### config.mk
export PLATFORM = sky130hd
export DESIGN_NAME = bcd_entry_validator
export DESIGN_NICKNAME = d
export VERILOG_FILES = /design/src/rtl/bcd_entry_validator.sv
export SDC_FILE = /design/constraint.sdc
export NUM_CORES = 1
export LEC_CHECK = 0
export CAP_MARGIN = 30
export CORE_UTILIZATION = 55
export CTS_CLUSTER_DIAMETER = 150
export DETAILED_ROUTE_END_ITERATION = 6
export PLACE_DENSITY = 0.8
export SYNTH_ARGS = -nofsm -noshare
export SYNTH_HDL_FRONTEND = slang
export SYNTH_SLANG_ARGS = --single-unit
### constraint.sdc
create_clock -name clk -period 4.5 [get_ports clk]
set_input_delay 0.9 -clock clk [delete_from_list [all_inputs] [get_ports clk]]
set_output_delay 0.9 -clock clk [all_outputs]
set_load 0.01 [all_outputs]
### src/rtl/bcd_entry_validator.sv
// bcd_entry_validator
//
// Collects keypad digits into a BCD entry buffer. The buffer supports clear
// and backspace. On enter it converts the buffer to binary one digit per
// cycle, starting with the most significant digit. It then flags whether
// the committed value is above MAX_VAL.
//
// Ports:
//   clk          - rising-edge clock
//   rst_n        - asynchronous active-low reset
//   key_valid    - one-cycle strobe qualifying key_code
//   key_code     - 0-9 digit, A clear, B enter, C backspace, D-F ignored
//   value_bcd    - entry buffer, digit 0 (most recently typed) in [3:0]
//   digit_cnt    - number of digits currently entered (0..DIGITS)
//   busy         - high while converting; keys are dropped while high
//   value_bin    - binary value of the last commit
//   result_valid - one-cycle pulse when value_bin/over_range update
//   over_range   - value_bin > MAX_VAL, held until next commit or clear
module bcd_entry_validator #(
  parameter int DIGITS  = 4,
  parameter int BIN_W   = 14,
  parameter int MAX_VAL = 127
) (
  input  logic                  clk,
  input  logic                  rst_n,
  input  logic                  key_valid,
  input  logic [3:0]            key_code,
  output logic [4*DIGITS-1:0]   value_bcd,
  output logic [3:0]            digit_cnt,
  output logic                  busy,
  output logic [BIN_W-1:0]      value_bin,
  output logic                  result_valid,
  output logic                  over_range
);

  localparam int BUF_W = 4 * DIGITS;
  localparam int IDX_W = (DIGITS > 1) ? $clog2(DIGITS) : 1;

  localparam logic [3:0]       DIGITS_L = 4'(DIGITS);
  localparam logic [IDX_W-1:0] IDX_TOP  = IDX_W'(DIGITS - 1);
  localparam logic [BIN_W-1:0] MAX_L    = BIN_W'(MAX_VAL);

  typedef enum logic {
    ENTRY,
    CONV
  } state_t;

  state_t            state;
  logic              fresh;
  logic [BIN_W-1:0]  acc;
  logic [IDX_W-1:0]  idx;

  logic [3:0]        cur_digit;
  logic [BIN_W-1:0]  acc_next;

  // One Horner step: acc*10 + digit. The multiply is two shifts and an add.
  // The sum is truncated to BIN_W.
  always_comb begin
    cur_digit = value_bcd[{idx, 2'b00} +: 4];
    acc_next  = (acc << 3) + (acc << 1) + BIN_W'(cur_digit);
  end

  always_ff @(posedge clk or negedge rst_n) begin
    if (!rst_n) begin
      state        <= ENTRY;
      fresh        <= 1'b0;
      acc          <= '0;
      idx          <= '0;
      value_bcd    <= '0;
      digit_cnt    <= '0;
      busy         <= 1'b0;
      value_bin    <= '0;
      result_valid <= 1'b0;
      over_range   <= 1'b0;
    end else begin
      result_valid <= 1'b0;
      case (state)
        ENTRY: begin
          if (key_valid) begin
            case (key_code)
              4'hA: begin
                // Clear leaves the last committed binary value in place.
                value_bcd  <= '0;
                digit_cnt  <= '0;
                over_range <= 1'b0;
                fresh      <= 1'b0;
              end
              4'hB: begin
                state <= CONV;
                busy  <= 1'b1;
                acc   <= '0;
                idx   <= IDX_TOP;
                fresh <= 1'b0;
              end
              4'hC: begin
                value_bcd <= value_bcd >> 4;
                if (digit_cnt != 4'd0) begin
                  digit_cnt <= digit_cnt - 4'd1;
                end
                fresh <= 1'b0;
              end
              4'hD, 4'hE, 4'hF: begin
              end
              default: begin
                // The first digit after a commit starts a new entry.
                // It does not extend the old one.
                if (fresh) begin
                  value_bcd <= BUF_W'(key_code);
                  digit_cnt <= 4'd1;
                  fresh     <= 1'b0;
                end else if (digit_cnt < DIGITS_L) begin
                  value_bcd <= (value_bcd << 4) | BUF_W'(key_code);
                  digit_cnt <= digit_cnt + 4'd1;
                end
              end
            endcase
          end
        end
        CONV: begin
          acc <= acc_next;
          idx <= idx - 1'b1;
          if (idx == '0) begin
            value_bin    <= acc_next;
            over_range   <= (acc_next > MAX_L);
            result_valid <= 1'b1;
            fresh        <= 1'b1;
            busy         <= 1'b0;
            state        <= ENTRY;
          end
        end
      endcase
    end
  end

endmodule

==> results of run 1 <==
==> cells in the final DEF (no fill, tap or decap), drive strengths merged, types with 4 or more instances in the layout <==
cell	count
nand3	6
nand2	44
xor2	5
xnor2	6
o21ai	34
o211ai	4
a22oi	11
clkbuf	6
nor2	22
ha	26
inv	19
dfrtp	54
a21oi	24
mux4	4
mux2	8
clkdlybuf4s50	42
==> registers in the layout, summed over array words and instances (netlist names) <==
| signal | count |
|---|---|
| state | 1 |
| fresh | 1 |
| busy | 1 |
| result_valid | 1 |
| digit_cnt | 4 |
| value_bcd | 16 |
| value_bin | 14 |
| acc | 13 |
| idx | 2 |
| over_range | 1 |
==> metal layers <==
metal,share of wire,global-route usage,vias up,wire [µm]
met2,0.49,0.419,75,3410
met5,0,0,-,0
met4,0.016,0.0925,0,113
li1,-,-,1210,-
met3,0.043,0.0357,9,298
met1,0.45,0.327,1229,3080
==> logic make-up after synthesis <==
kind of cell | after synthesis | share of synthesized area
adder cells (fa/ha/maj) | 28 | 0.117
AND/OR/NAND/NOR | 88 | 0.129
AO/OA/AOI/OAI | 94 | 0.189
buffers and inverters | 31 | 0.0386
flip-flops | 54 | 0.434
multiplexers | 13 | 0.0610
XOR/XNOR | 11 | 0.0309
==> cell type report <==
type	count	area, µm²
well taps	72	90.1
repair buffers	45	440
fillers	441	1750
inverters	19	71.3
multi-input cells	234	1640
clock buffers	6	82.6
flip-flops and latches	54	1350
clock inverters	2	38.8
==> stage by stage <==
stage	cells	area, µm²	hold slack, ns	setup slack (ns)
CTS	432	3720	0.497	0.999
floorplan	319	3120	0.454	1.20
global route	432	3720	0.523	0.744
finish	432	3720	0.486	1.03
detailed placement	424	3600	0.473	0.770
global placement	424	3600	0.463	0.911
==> worst min-delay path, delay by kind of cell, from the launching register on <==
family             cells  cell delay, ns
DFF                    1            0.36
and+or+nand+nor        1            0.04
AOI/OAI and AO/OA      1            0.06
==> power by group <==
| group | internal (W) | total [W] | switching (W) |
|---|---|---|---|
| sequential | 0.000712 | 0.000958 | 0.000246 |
| combinational | 0.000898 | 0.00187 | 0.000967 |
| clock | 0.000183 | 0.000349 | 0.000165 |
| total | 0.00179 | 0.00317 | 0.00138 |
==> how the worst max path moves through the flow <==
stage | from | end | cells past startpoint
finish | idx[0] | over_range | 10
global placement | key_code[3] | digit_cnt[2] | 8
detailed placement | key_code[3] | digit_cnt[2] | 8
floorplan | idx[0] | over_range | 11
global route | idx[0] | over_range | 10
CTS | idx[0] | over_range | 10
==> flow_summary.html, run 1 <==
<table>
<tr><th>Metric</th><th>Value</th></tr>
<tr><th colspan="2">Global routing</th></tr>
<tr><td>Final global-route overflow total</td><td>0</td></tr>
<tr><td>Wire length of the first global-routing pass</td><td>11800 µm</td></tr>
<tr><td>Via count of the first global-routing pass</td><td>2509</td></tr>
<tr><td>Pin count of the biggest net entering global routing</td><td>55</td></tr>
<tr><td>Initial antenna violation count</td><td>0</td></tr>
<tr><td>GRT Overall Usage</td><td>0.250</td></tr>
<tr><th colspan="2">Logic synthesis</th></tr>
<tr><td>Post-synthesis sequential area ratio</td><td>0.434</td></tr>
<tr><td>Most repeated cell in the gate-level netlist after synthesis</td><td>sky130_fd_sc_hd__dfrtp_1</td></tr>
<tr><td>Post-Synthesis Mean Instance Area</td><td>9.77 µm²</td></tr>
<tr><td>Number of warnings printed during yosys synthesis</td><td>0</td></tr>
<tr><td>Fraction of registers with async set or reset after synthesis</td><td>1.00</td></tr>
<tr><td>Biggest area contributors in the synthesized netlist</td><td>sky130_fd_sc_hd__dfrtp_1 43%, sky130_fd_sc_hd__ha_1 10%, sky130_fd_sc_hd__nand2_1 5.3%</td></tr>
<tr><td>Mapped Cells</td><td>319</td></tr>
<tr><td>Post-synth cell types</td><td>46</td></tr>
<tr><td>Cell type contributing the most total cell area after synthesis</td><td>sky130_fd_sc_hd__dfrtp_1</td></tr>
<tr><td>Mapped cell area</td><td>3120 µm²</td></tr>
<tr><td>Synthesized net count</td><td>354</td></tr>
<tr><td>Top post-synthesis cells by count</td><td>54 x sky130_fd_sc_hd__dfrtp_1, 44 x sky130_fd_sc_hd__nand2_1, 33 x sky130_fd_sc_hd__o21ai_0</td></tr>
<tr><td>Area share of the largest cell type after synthesis</td><td>0.434</td></tr>
<tr><td>Synthesized flop and latch total</td><td>54</td></tr>
<tr><td>Number of enable flip-flop cells after synthesis</td><td>0</td></tr>
<tr><td>Top_reg_cell synth</td><td>sky130_fd_sc_hd__dfrtp_1</td></tr>
<tr><th colspan="2">Clock network</th></tr>
<tr><td>Clock Sinks</td><td>54</td></tr>
<tr><td>Register clock-pin slew on the reported worst setup and hold paths</td><td>0.10 ns</td></tr>
<tr><td>Cell at the root of the clock tree</td><td>sky130_fd_sc_hd__clkbuf_8</td></tr>
<tr><td>Post-CTS Setup Inserts</td><td>0</td></tr>
<tr><td>Cts repair resizes</td><td>0</td></tr>
<tr><td>CTS Hold Buffers Added</td><td>0</td></tr>
<tr><td>H-tree lvl count</td><td>2</td></tr>
<tr><td>Number of buffers between clock root and the deepest sink</td><td>2</td></tr>
<tr><td>Clock tree from TritonCTS</td><td>done</td></tr>
<tr><td>Clock buffers created by TritonCTS</td><td>5</td></tr>
<tr><td>Clock latency on the worst-skew pair</td><td>0.31 ns</td></tr>
<tr><th colspan="2">Power</th></tr>
<tr><td>Total Power</td><td>0.00317 W</td></tr>
<tr><td>Leakage power of the design</td><td>1.69 nW</td></tr>
<tr><td>Maximum vdd ir drop</td><td>0.401 mV</td></tr>
<tr><td>PD cells</td><td>853 nW/µm²</td></tr>
<tr><th colspan="2">Worst setup path</th></tr>
<tr><td>Cell type of the slowest stage on the worst timing path</td><td>sky130_fd_sc_hd__mux4_2</td></tr>
<tr><td>Worst path required time</td><td>4.68 ns</td></tr>
<tr><td>Highest cell delay on the worst timing path</td><td>0.55 ns</td></tr>
<tr><td>Reg-to-Reg End</td><td>over_range</td></tr>
<tr><td>Critical path capture point type</td><td>register</td></tr>
<tr><td>Reg2reg path depth</td><td>10</td></tr>
<tr><td>Number of buffer and inverter stages on the critical path</td><td>0</td></tr>
<tr><td>Top Family by Delay on Critical Path</td><td>adder cells</td></tr>
<tr><td>Worst endpoint data arrival time</td><td>3.65 ns</td></tr>
<tr><td>Cell-by-cell trace of the critical path</td><td>mux4_2 -&gt; ha_1 -&gt; ha_1 -&gt; fa_1 -&gt; a211oi_1 -&gt; o21ai_0 -&gt; a31oi_1 -&gt; xor2_1 -&gt; and3_1 -&gt; a41oi_1</td></tr>
<tr><td>Most numerous cell on the critical path</td><td>sky130_fd_sc_hd__ha_1</td></tr>
<tr><td>Type of element launching the critical path</td><td>register</td></tr>
<tr><td>Maximum fanout encountered on the critical timing path</td><td>7</td></tr>
<tr><td>Slack of the worst reg-to-reg path</td><td>1.03 ns</td></tr>
<tr><td>Kind of critical path</td><td>reg -&gt; reg</td></tr>
<tr><td>Launching point of the worst reg2reg path</td><td>idx[0]</td></tr>
<tr><th colspan="2">Finish</th></tr>
<tr><td>Number of inserted diodes</td><td>0</td></tr>
<tr><td>Share of cells above drive strength 1</td><td>0.0833</td></tr>
<tr><td>Post-synthesis to final-layout area growth</td><td>19.4%</td></tr>
<tr><td>Final layout net count</td><td>394</td></tr>
<tr><td>Final design utilization</td><td>0.679</td></tr>
<tr><th colspan="2">STA</th></tr>
<tr><td>Tcrit/Tclk final</td><td>0.771</td></tr>
<tr><td>Final-report setup violation count</td><td>0</td></tr>
<tr><td>Final Hold Vio Count</td><td>0</td></tr>
<tr><td>Fin Clk Skew</td><td>0.00916 ns</td></tr>
<tr><td>Worst Tran Pin Value</td><td>0.715 ns</td></tr>
<tr><td>Final Slew Violations</td><td>0</td></tr>
<tr><td>Max Clk Rate</td><td>0.288 GHz</td></tr>
<tr><td>Post-route setup TNS</td><td>0 ns</td></tr>
<tr><td>Minimum clock period after layout</td><td>3.47 ns</td></tr>
<tr><td>RSZ-0062 raised after global routing</td><td>no</td></tr>
<tr><td>Max_slew headroom</td><td>0.522</td></tr>
<tr><th colspan="2">Drt</th></tr>
<tr><td>Routed via count</td><td>2523</td></tr>
<tr><td>Pre-Repair DR Iteration Count</td><td>4</td></tr>
<tr><td>Total length of routed wires</td><td>6910 µm</td></tr>
<tr><td>Post-DR wirelength/cell</td><td>16.0 µm</td></tr>
<tr><td>Count of unresolved DRC violations after routing</td><td>0</td></tr>
<tr><td>Antenna viol nets, final</td><td>0</td></tr>
<tr><td>Vias/cell</td><td>5.84</td></tr>
<tr><td>Number of DRC markers in iteration 0</td><td>133</td></tr>
<tr><th colspan="2">Min path</th></tr>
<tr><td>Start point of the worst hold path</td><td>value_bin[11]</td></tr>
<tr><td>Worst hold path depth</td><td>2</td></tr>
<tr><td>Class of the most critical hold timing path</td><td>reg -&gt; reg</td></tr>
<tr><td>Worst Hold Path EP</td><td>value_bin[11]</td></tr>
<tr><th colspan="2">Placement</th></tr>
<tr><td>Placer congestion estimate</td><td>0.890</td></tr>
<tr><td>I/O Buffers</td><td>43</td></tr>
<tr><td>Half-perimeter wire length after placement</td><td>4990 µm</td></tr>
<tr><th colspan="2">Floorplan</th></tr>
<tr><td>Die Footprint</td><td>5970 µm²</td></tr>
<tr><td>Effective utilization at floorplan</td><td>0.569</td></tr>
<tr><td>Vert. Die Dim</td><td>77.3 µm</td></tr>
<tr><td>Count of standard-cell rows</td><td>27</td></tr>
<tr><td>Width of the die</td><td>77.3 µm</td></tr>
<tr><td>Ports</td><td>44</td></tr>
<tr><td>CORE AREA</td><td>5470 µm²</td></tr>
<tr><th colspan="2">Outcome</th></tr>
<tr><td>Result of the run</td><td>completed</td></tr>
<tr><th colspan="2">Job</th></tr>
<tr><td>Max-cap violations</td><td>0</td></tr>
</table>
No activity file was read; power rests on OpenSTA's default activity.
==> inputs of run 2 (changes only) <==
Settings changed: CORE_UTILIZATION 55 to 49, PLACE_DENSITY 0.8 to 0.76.
Clock period 4.5 ns to 3 ns, I/O delays scaled along.
==> run 2 against run 1 <==
Against the previous run:
- the run now ends with negative setup slack left
- sequential cell count did not move
- combinational power rose by 78%
- critical path depth rose by 1
- sequential share of layout area fell by 1.6 points
- utilization fell by 3.3 points
- count of clock-buffer cells in the layout did not move
- worst setup slack got worse by 1.1 ns
- largest power group unchanged
==> flow_summary.html, run 2 (same netlist as run 1, synthesis figures left out) <==
<table>
<tr><th>Metric</th><th>Value</th></tr>
<tr><th colspan="2">Outcome</th></tr>
<tr><td>Result of the run</td><td>complete, but fails checks</td></tr>
<tr><td>Violated checks</td><td>negative setup slack</td></tr>
<tr><th colspan="2">Finish</th></tr>
<tr><td>Share of cells above drive strength 1</td><td>0.161</td></tr>
<tr><td>Non-filler instance count after layout</td><td>453</td></tr>
<tr><td>Most common library cell in the layout ignoring fill and taps</td><td>sky130_fd_sc_hd__dfrtp_1</td></tr>
<tr><td>Area taken by flip-flops and latches</td><td>1350 µm²</td></tr>
<tr><td>Post-synthesis to final-layout area growth</td><td>25.0%</td></tr>
<tr><td>Largest registers in the final layout</td><td>value_bcd (16), value_bin (14), acc (13)</td></tr>
<tr><td>Number of filler instances in the final layout</td><td>527</td></tr>
<tr><td>Register with the most flip-flops</td><td>value_bcd</td></tr>
<tr><td>Number of inserted diodes</td><td>0</td></tr>
<tr><td>Multi-input gate area</td><td>1710 µm²</td></tr>
<tr><td>Final layout net count</td><td>413</td></tr>
<tr><td>Flip-flop count of the largest register after layout</td><td>16</td></tr>
<tr><td>Top library cells by usage in the layout, fill and taps aside</td><td>53 x sky130_fd_sc_hd__dfrtp_1, 44 x sky130_fd_sc_hd__nand2_1, 42 x sky130_fd_sc_hd__clkdlybuf4s50_1, 29 x sky130_fd_sc_hd__o21ai_0</td></tr>
<tr><th colspan="2">Global routing</th></tr>
<tr><td>Initial antenna violation count</td><td>0</td></tr>
<tr><td>Via count of the first global-routing pass</td><td>2555</td></tr>
<tr><td>GRT Overall Usage</td><td>0.230</td></tr>
<tr><td>Final global-route overflow total</td><td>0</td></tr>
<tr><td>Pin count of the biggest net entering global routing</td><td>55</td></tr>
<tr><td>Wire length of the first global-routing pass</td><td>11700 µm</td></tr>
<tr><th colspan="2">Floorplan</th></tr>
<tr><td>Count of standard-cell rows</td><td>28</td></tr>
<tr><td>Effective utilization at floorplan</td><td>0.517</td></tr>
<tr><td>Vert. Die Dim</td><td>81.7 µm</td></tr>
<tr><td>Width of the die</td><td>81.7 µm</td></tr>
<tr><td>CORE AREA</td><td>6030 µm²</td></tr>
<tr><td>Ports</td><td>44</td></tr>
<tr><td>Die Footprint</td><td>6680 µm²</td></tr>
<tr><th colspan="2">Clock network</th></tr>
<tr><td>Post-CTS Setup Inserts</td><td>0</td></tr>
<tr><td>H-tree lvl count</td><td>2</td></tr>
<tr><td>Clock latency on the worst-skew pair</td><td>0.31 ns</td></tr>
<tr><td>Number of buffers between clock root and the deepest sink</td><td>2</td></tr>
<tr><td>CTS Hold Buffers Added</td><td>0</td></tr>
<tr><td>Clock buffers created by TritonCTS</td><td>5</td></tr>
<tr><td>Register clock-pin slew on the reported worst setup and hold paths</td><td>0.10 ns</td></tr>
<tr><td>Clock Sinks</td><td>54</td></tr>
<tr><td>Clock tree from TritonCTS</td><td>done</td></tr>
<tr><td>Cell at the root of the clock tree</td><td>sky130_fd_sc_hd__clkbuf_8</td></tr>
<tr><th colspan="2">Drt</th></tr>
<tr><td>Routed via count</td><td>2582</td></tr>
<tr><td>Count of unresolved DRC violations after routing</td><td>0</td></tr>
<tr><td>Pre-Repair DR Iteration Count</td><td>4</td></tr>
<tr><td>Vias/cell</td><td>5.70</td></tr>
<tr><td>Antenna viol nets, final</td><td>0</td></tr>
<tr><td>Post-DR wirelength/cell</td><td>15.6 µm</td></tr>
<tr><td>Number of DRC markers in iteration 0</td><td>160</td></tr>
<tr><td>Total length of routed wires</td><td>7060 µm</td></tr>
<tr><th colspan="2">Worst setup path</th></tr>
<tr><td>Maximum fanout encountered on the critical timing path</td><td>4</td></tr>
<tr><td>Critical path capture point type</td><td>register</td></tr>
<tr><td>Worst endpoint data arrival time</td><td>3.21 ns</td></tr>
<tr><td>Kind of critical path</td><td>reg -&gt; reg</td></tr>
<tr><td>Worst path required time</td><td>3.18 ns</td></tr>
<tr><td>Type of element launching the critical path</td><td>register</td></tr>
<tr><th colspan="2">Placement</th></tr>
<tr><td>Half-perimeter wire length after placement</td><td>5140 µm</td></tr>
<tr><td>DP Cell Count</td><td>446</td></tr>
<tr><td>Pre-CTS worst setup slack</td><td>-0.120 ns</td></tr>
<tr><td>I/O Buffers</td><td>43</td></tr>
<tr><td>Placer congestion estimate</td><td>0.933</td></tr>
<tr><th colspan="2">STA</th></tr>
<tr><td>Max_slew headroom</td><td>0.548</td></tr>
<tr><td>Worst Tran Pin Value</td><td>0.678 ns</td></tr>
<tr><td>Final Slew Violations</td><td>0</td></tr>
<tr><td>Minimum clock period after layout</td><td>3.03 ns</td></tr>
<tr><td>Final Hold Vio Count</td><td>0</td></tr>
<tr><td>Fin Clk Skew</td><td>0.0145 ns</td></tr>
<tr><td>Tcrit/Tclk final</td><td>1.01</td></tr>
<tr><td>Final-report setup violation count</td><td>1</td></tr>
<tr><td>Worst-case setup margin in the final layout</td><td>-0.0275 ns</td></tr>
<tr><td>RSZ-0062 raised after global routing</td><td>yes</td></tr>
<tr><td>Max Clk Rate</td><td>0.330 GHz</td></tr>
<tr><th colspan="2">Min path</th></tr>
<tr><td>Class of the most critical hold timing path</td><td>in -&gt; async</td></tr>
<tr><th colspan="2">Job</th></tr>
<tr><td>Max-cap violations</td><td>0</td></tr>
<tr><th colspan="2">Power</th></tr>
<tr><td>Leakage power of the design</td><td>1.77 nW</td></tr>
<tr><td>PD cells</td><td>1300 nW/µm²</td></tr>
<tr><td>Maximum vdd ir drop</td><td>0.626 mV</td></tr>
</table>
==> run 2: report_power, final <==
part | internal [W] | switching (W) | total (W)
Clock | 0.000161 | 0.000233 | 0.000394
Combinational | 0.00166 | 0.00166 | 0.00332
Sequential | 0.00107 | 0.000287 | 0.00136
==> run 2: critical path: stages, from the launching register on <==
cell and delay (ns):
sky130_fd_sc_hd__dfrtp_2 0.46, sky130_fd_sc_hd__mux4_2 0.35, sky130_fd_sc_hd__inv_2 0.04, sky130_fd_sc_hd__fa_1 0.49, sky130_fd_sc_hd__inv_2 0.05, sky130_fd_sc_hd__fa_2 0.41, sky130_fd_sc_hd__a211oi_4 0.24, sky130_fd_sc_hd__o211ai_1 0.11
sky130_fd_sc_hd__a31o_2 0.26, sky130_fd_sc_hd__a21oi_4 0.15, sky130_fd_sc_hd__xor2_2 0.19, sky130_fd_sc_hd__a41oi_1 0.13
==> run 2: cell type report <==
type	instances	share of cell area
sequential	54	0.347
inverter	19	0.0183
tap	75	0.0241
clock buffer	6	0.0186
clock inverter	1	0.00193
multi-input combinational	234	0.440
timing repair buffer	64	0.150
==> run 2: per-layer routing <==
layer | track usage | vias up | part of all wire
li1 | - | 1247 | -
met1 | 0.278 | 1251 | 0.43
met2 | 0.417 | 75 | 0.52
met3 | 0.0356 | 9 | 0.038
met4 | 0.0702 | 0 | 0.012
met5 | 0 | - | 0
==> run 2: path summary, 6_finish.rpt <==
check                              from  slack (ns)            to  depth (start not counted)
setup / recovery                 idx[0]       -0.03    over_range                         11
hold / removal                    rst_n        0.40        acc[4]                          2
setup reg to reg                 idx[0]       -0.03    over_range                         11
hold reg to reg            value_bin[4]        0.49  value_bin[4]                          2
max in group asynchronous         rst_n        2.12        idx[0]                          2
min in group clk           value_bin[4]        0.49  value_bin[4]                          2
==> run 2: per-stage QoR <==
stage | cell area (µm²) | total power, W | hold WS, ns | TNS (ns) | utilization
2_1_floorplan | 3140 | 0.00325 | 0.304 | 0 | -
3_3_place_gp | 3750 | 0.00439 | 0.463 | -0.0750 | 0.623
3_5_place_dp | 3750 | 0.00448 | 0.479 | -0.379 | 0.623
4_1_cts | 3860 | 0.00497 | 0.435 | -0.0317 | 0.641
5_1_grt | 3890 | 0.00552 | 0.473 | -0.589 | 0.646
6_report | 3890 | 0.00507 | 0.404 | -0.0275 | 0.646
==> run 2: timing repair <==
item / CTS / global route
resized for setup: 7 / 10
setup endpoints to repair: 8 / 9
pin swaps: 5 / 7
endpoints found under the hold margin: 0 / 0
==> inputs of run 3 (changes only) <==
Settings changed: CTS_CLUSTER_SIZE set to 10, REMOVE_ABC_BUFFERS set to 1.
==> run 3 against run 2 <==
Against the previous run:
- the flow still finishes with violations (negative setup slack)
- sequential power is essentially flat
- maximum frequency about the same
- global-route usage shrank 0.24 points
- wire length fell by 2.6%
- sequential share of layout area down 0.44 points
- clock skew shrank 0.0084 ns
- critical path type unchanged
- critical endpoint unchanged
==> flow_summary.html, run 3 (same netlist as run 1, synthesis figures left out) <==
<table>
<tr><th>Metric</th><th>Value</th></tr>
<tr><th colspan="2">Worst setup path</th></tr>
<tr><td>Cell-by-cell trace of the critical path</td><td>mux4_2 -&gt; inv_2 -&gt; fa_1 -&gt; inv_2 -&gt; fa_2 -&gt; a211oi_2 -&gt; o211ai_1 -&gt; a31o_2 -&gt; a21oi_2 -&gt; xor2_2 -&gt; a41oi_1</td></tr>
<tr><td>Kind of critical path</td><td>reg -&gt; reg</td></tr>
<tr><td>Maximum fanout encountered on the critical timing path</td><td>4</td></tr>
<tr><td>Highest cell delay on the worst timing path</td><td>0.49 ns</td></tr>
<tr><td>Top Family by Delay on Critical Path</td><td>compound AO/OA/AOI/OAI gates</td></tr>
<tr><td>Most numerous cell on the critical path</td><td>sky130_fd_sc_hd__inv_2</td></tr>
<tr><td>Worst path required time</td><td>3.18 ns</td></tr>
<tr><td>Number of buffer and inverter stages on the critical path</td><td>2</td></tr>
<tr><td>Worst endpoint data arrival time</td><td>3.21 ns</td></tr>
<tr><td>Critical path capture point type</td><td>register</td></tr>
<tr><td>Cell type of the slowest stage on the worst timing path</td><td>sky130_fd_sc_hd__fa_1</td></tr>
<tr><td>Type of element launching the critical path</td><td>register</td></tr>
<tr><th colspan="2">STA</th></tr>
<tr><td>Max Clk Rate</td><td>0.331 GHz</td></tr>
<tr><td>Final hold slack</td><td>0.275 ns</td></tr>
<tr><td>Fin Clk Skew</td><td>0.00613 ns</td></tr>
<tr><td>Worst Tran Pin Value</td><td>0.686 ns</td></tr>
<tr><td>Final Slew Violations</td><td>0</td></tr>
<tr><td>Tcrit/Tclk final</td><td>1.01</td></tr>
<tr><td>RSZ-0062 raised after global routing</td><td>yes</td></tr>
<tr><td>Final Hold Vio Count</td><td>0</td></tr>
<tr><td>Final-report setup violation count</td><td>1</td></tr>
<tr><td>Max_slew headroom</td><td>0.543</td></tr>
<tr><td>Worst-case setup margin in the final layout</td><td>-0.0253 ns</td></tr>
<tr><td>Minimum clock period after layout</td><td>3.03 ns</td></tr>
<tr><th colspan="2">Clock network</th></tr>
<tr><td>Clock latency on the worst-skew pair</td><td>0.31 ns</td></tr>
<tr><td>Clock buffers created by TritonCTS</td><td>5</td></tr>
<tr><td>Clock Sinks</td><td>54</td></tr>
<tr><td>Clock tree from TritonCTS</td><td>done</td></tr>
<tr><td>H-tree lvl count</td><td>2</td></tr>
<tr><td>CTS Hold Buffers Added</td><td>0</td></tr>
<tr><td>Register clock-pin slew on the reported worst setup and hold paths</td><td>0.11 ns</td></tr>
<tr><td>Cell at the root of the clock tree</td><td>sky130_fd_sc_hd__clkbuf_8</td></tr>
<tr><td>Number of buffers between clock root and the deepest sink</td><td>2</td></tr>
<tr><th colspan="2">Drt</th></tr>
<tr><td>Count of unresolved DRC violations after routing</td><td>0</td></tr>
<tr><td>Vias/cell</td><td>5.65</td></tr>
<tr><td>Post-DR wirelength/cell</td><td>14.9 µm</td></tr>
<tr><td>Pre-Repair DR Iteration Count</td><td>5</td></tr>
<tr><td>Antenna viol nets, final</td><td>0</td></tr>
<tr><td>Total length of routed wires</td><td>6880 µm</td></tr>
<tr><td>Routed via count</td><td>2612</td></tr>
<tr><td>Number of DRC markers in iteration 0</td><td>185</td></tr>
<tr><th colspan="2">Placement</th></tr>
<tr><td>Placer congestion estimate</td><td>0.847</td></tr>
<tr><td>DP Cell Count</td><td>453</td></tr>
<tr><td>Half-perimeter wire length after placement</td><td>5120 µm</td></tr>
<tr><td>I/O Buffers</td><td>43</td></tr>
<tr><th colspan="2">Outcome</th></tr>
<tr><td>Violated checks</td><td>negative setup slack</td></tr>
<tr><td>Result of the run</td><td>complete, but fails checks</td></tr>
<tr><th colspan="2">Finish</th></tr>
<tr><td>Final layout net count</td><td>421</td></tr>
<tr><td>Number of filler instances in the final layout</td><td>499</td></tr>
<tr><td>Non-filler instance count after layout</td><td>462</td></tr>
<tr><td>Register with the most flip-flops</td><td>value_bcd</td></tr>
<tr><td>Top library cells by usage in the layout, fill and taps aside</td><td>53 x sky130_fd_sc_hd__dfrtp_1, 44 x sky130_fd_sc_hd__nand2_1, 42 x sky130_fd_sc_hd__clkdlybuf4s50_1, 31 x sky130_fd_sc_hd__o21ai_0, 28 x sky130_fd_sc_hd__buf_4</td></tr>
<tr><td>Most common library cell in the layout ignoring fill and taps</td><td>sky130_fd_sc_hd__dfrtp_1</td></tr>
<tr><td>Number of inserted diodes</td><td>0</td></tr>
<tr><td>Final design utilization</td><td>0.655</td></tr>
<tr><td>Flip-flop count of the largest register after layout</td><td>16</td></tr>
<tr><td>Multi-input gate area</td><td>1690 µm²</td></tr>
<tr><td>Share of cells above drive strength 1</td><td>0.176</td></tr>
<tr><td>Area taken by flip-flops and latches</td><td>1350 µm²</td></tr>
<tr><td>Post-synthesis to final-layout area growth</td><td>26.6%</td></tr>
<tr><td>Largest registers in the final layout</td><td>value_bcd (16), value_bin (14), acc (13)</td></tr>
<tr><th colspan="2">Floorplan</th></tr>
<tr><td>Effective utilization at floorplan</td><td>0.517</td></tr>
<tr><td>Ports</td><td>44</td></tr>
<tr><td>Width of the die</td><td>81.7 µm</td></tr>
<tr><td>Vert. Die Dim</td><td>81.7 µm</td></tr>
<tr><td>Count of standard-cell rows</td><td>28</td></tr>
<tr><td>Die Footprint</td><td>6680 µm²</td></tr>
<tr><td>CORE AREA</td><td>6030 µm²</td></tr>
<tr><th colspan="2">Global routing</th></tr>
<tr><td>GRT Overall Usage</td><td>0.228</td></tr>
<tr><td>Met3 routing resource usage after global routing</td><td>0.0444</td></tr>
<tr><td>Met2 capacity usage during global routing</td><td>0.373</td></tr>
<tr><td>Via count of the first global-routing pass</td><td>2465</td></tr>
<tr><td>Layer with the highest usage after global routing</td><td>met2</td></tr>
<tr><td>Initial antenna violation count</td><td>0</td></tr>
<tr><td>Grt met1 use</td><td>0.310</td></tr>
<tr><td>Wire length of the first global-routing pass</td><td>11600 µm</td></tr>
<tr><td>Pin count of the biggest net entering global routing</td><td>32</td></tr>
<tr><td>Final global-route overflow total</td><td>0</td></tr>
<tr><th colspan="2">Min path</th></tr>
<tr><td>Class of the most critical hold timing path</td><td>in -&gt; async</td></tr>
<tr><th colspan="2">Power</th></tr>
<tr><td>Maximum vdd ir drop</td><td>0.622 mV</td></tr>
<tr><td>PD cells</td><td>1300 nW/µm²</td></tr>
<tr><td>Leakage power of the design</td><td>1.81 nW</td></tr>
<tr><th colspan="2">Job</th></tr>
<tr><td>Max-cap violations</td><td>0</td></tr>
</table>
[run 3: cell count changes in the layout (fill, tap and decap cells not counted), sizes merged]
| cell | delta |
|---|---|
| inv | +1 |
| clkbuf | -1 |
| clkinv | +1 |
| buf | +8 |
[run 3: what timing repair did]
action / CTS / global route
pin swaps: 3 / 6
gates resized for setup: 10 / 4
endpoints found under the setup margin: 10 / 8
buffers inserted: 0 / 1
[run 3: routing by layer]
metal / up-vias / share of wire
li1: 1273 / -
met1: 1263 / 0.46
met2: 70 / 0.49
met3: 6 / 0.046
met4: 0 / 0.0064
met5: - / 0
[run 3: layout make-up]
type	count	share of cell area
flip-flops and latches	54	0.343
inverters	19	0.0181
repair buffers	72	0.164
clock inverters	3	0.00634
well taps	75	0.0238
clock buffers	5	0.0174
multi-input cells	234	0.428
[run 3: final timing paths]
| check | slack, ns | cells after the start | end | start |
|---|---|---|---|---|
| worst min-delay path | 0.27 | 2 | digit_cnt[0] | rst_n |
| min in group clk | 0.49 | 2 | value_bin[4] | value_bin[4] |
| worst min register to register | 0.49 | 2 | value_bin[4] | value_bin[4] |
| worst max register to register | -0.03 | 11 | over_range | idx[0] |
| max in group asynchronous | 2.41 | 2 | idx[0] | rst_n |
| worst max-delay path | -0.03 | 11 | over_range | idx[0] |
[run 3: per-stage QoR]
step	area (µm²)	TNS, ns	power, W	worst slack [ns]
2_1_floorplan	3070	-0.411	0.00319	-0.169
3_3_place_gp	3800	-0.527	0.00444	-0.158
3_5_place_dp	3800	-1.04	0.00454	-0.238
4_1_cts	3930	-0.0281	0.00509	-0.0281
5_1_grt	3950	-0.576	0.00556	-0.163
6_report	3950	-0.0253	0.00514	-0.0253
[run 3: power breakdown]
| group | switching [W] | total (W) | internal (W) | leakage, nW |
|---|---|---|---|---|
| Sequential | 0.000301 | 0.00137 | 0.00107 | 0.646 |
| Clock | 0.000257 | 0.000426 | 0.000169 | 0.0447 |
| Combinational | 0.00162 | 0.00334 | 0.00172 | 1.12 |
| Total | 0.00218 | 0.00514 | 0.00295 | 1.81 |
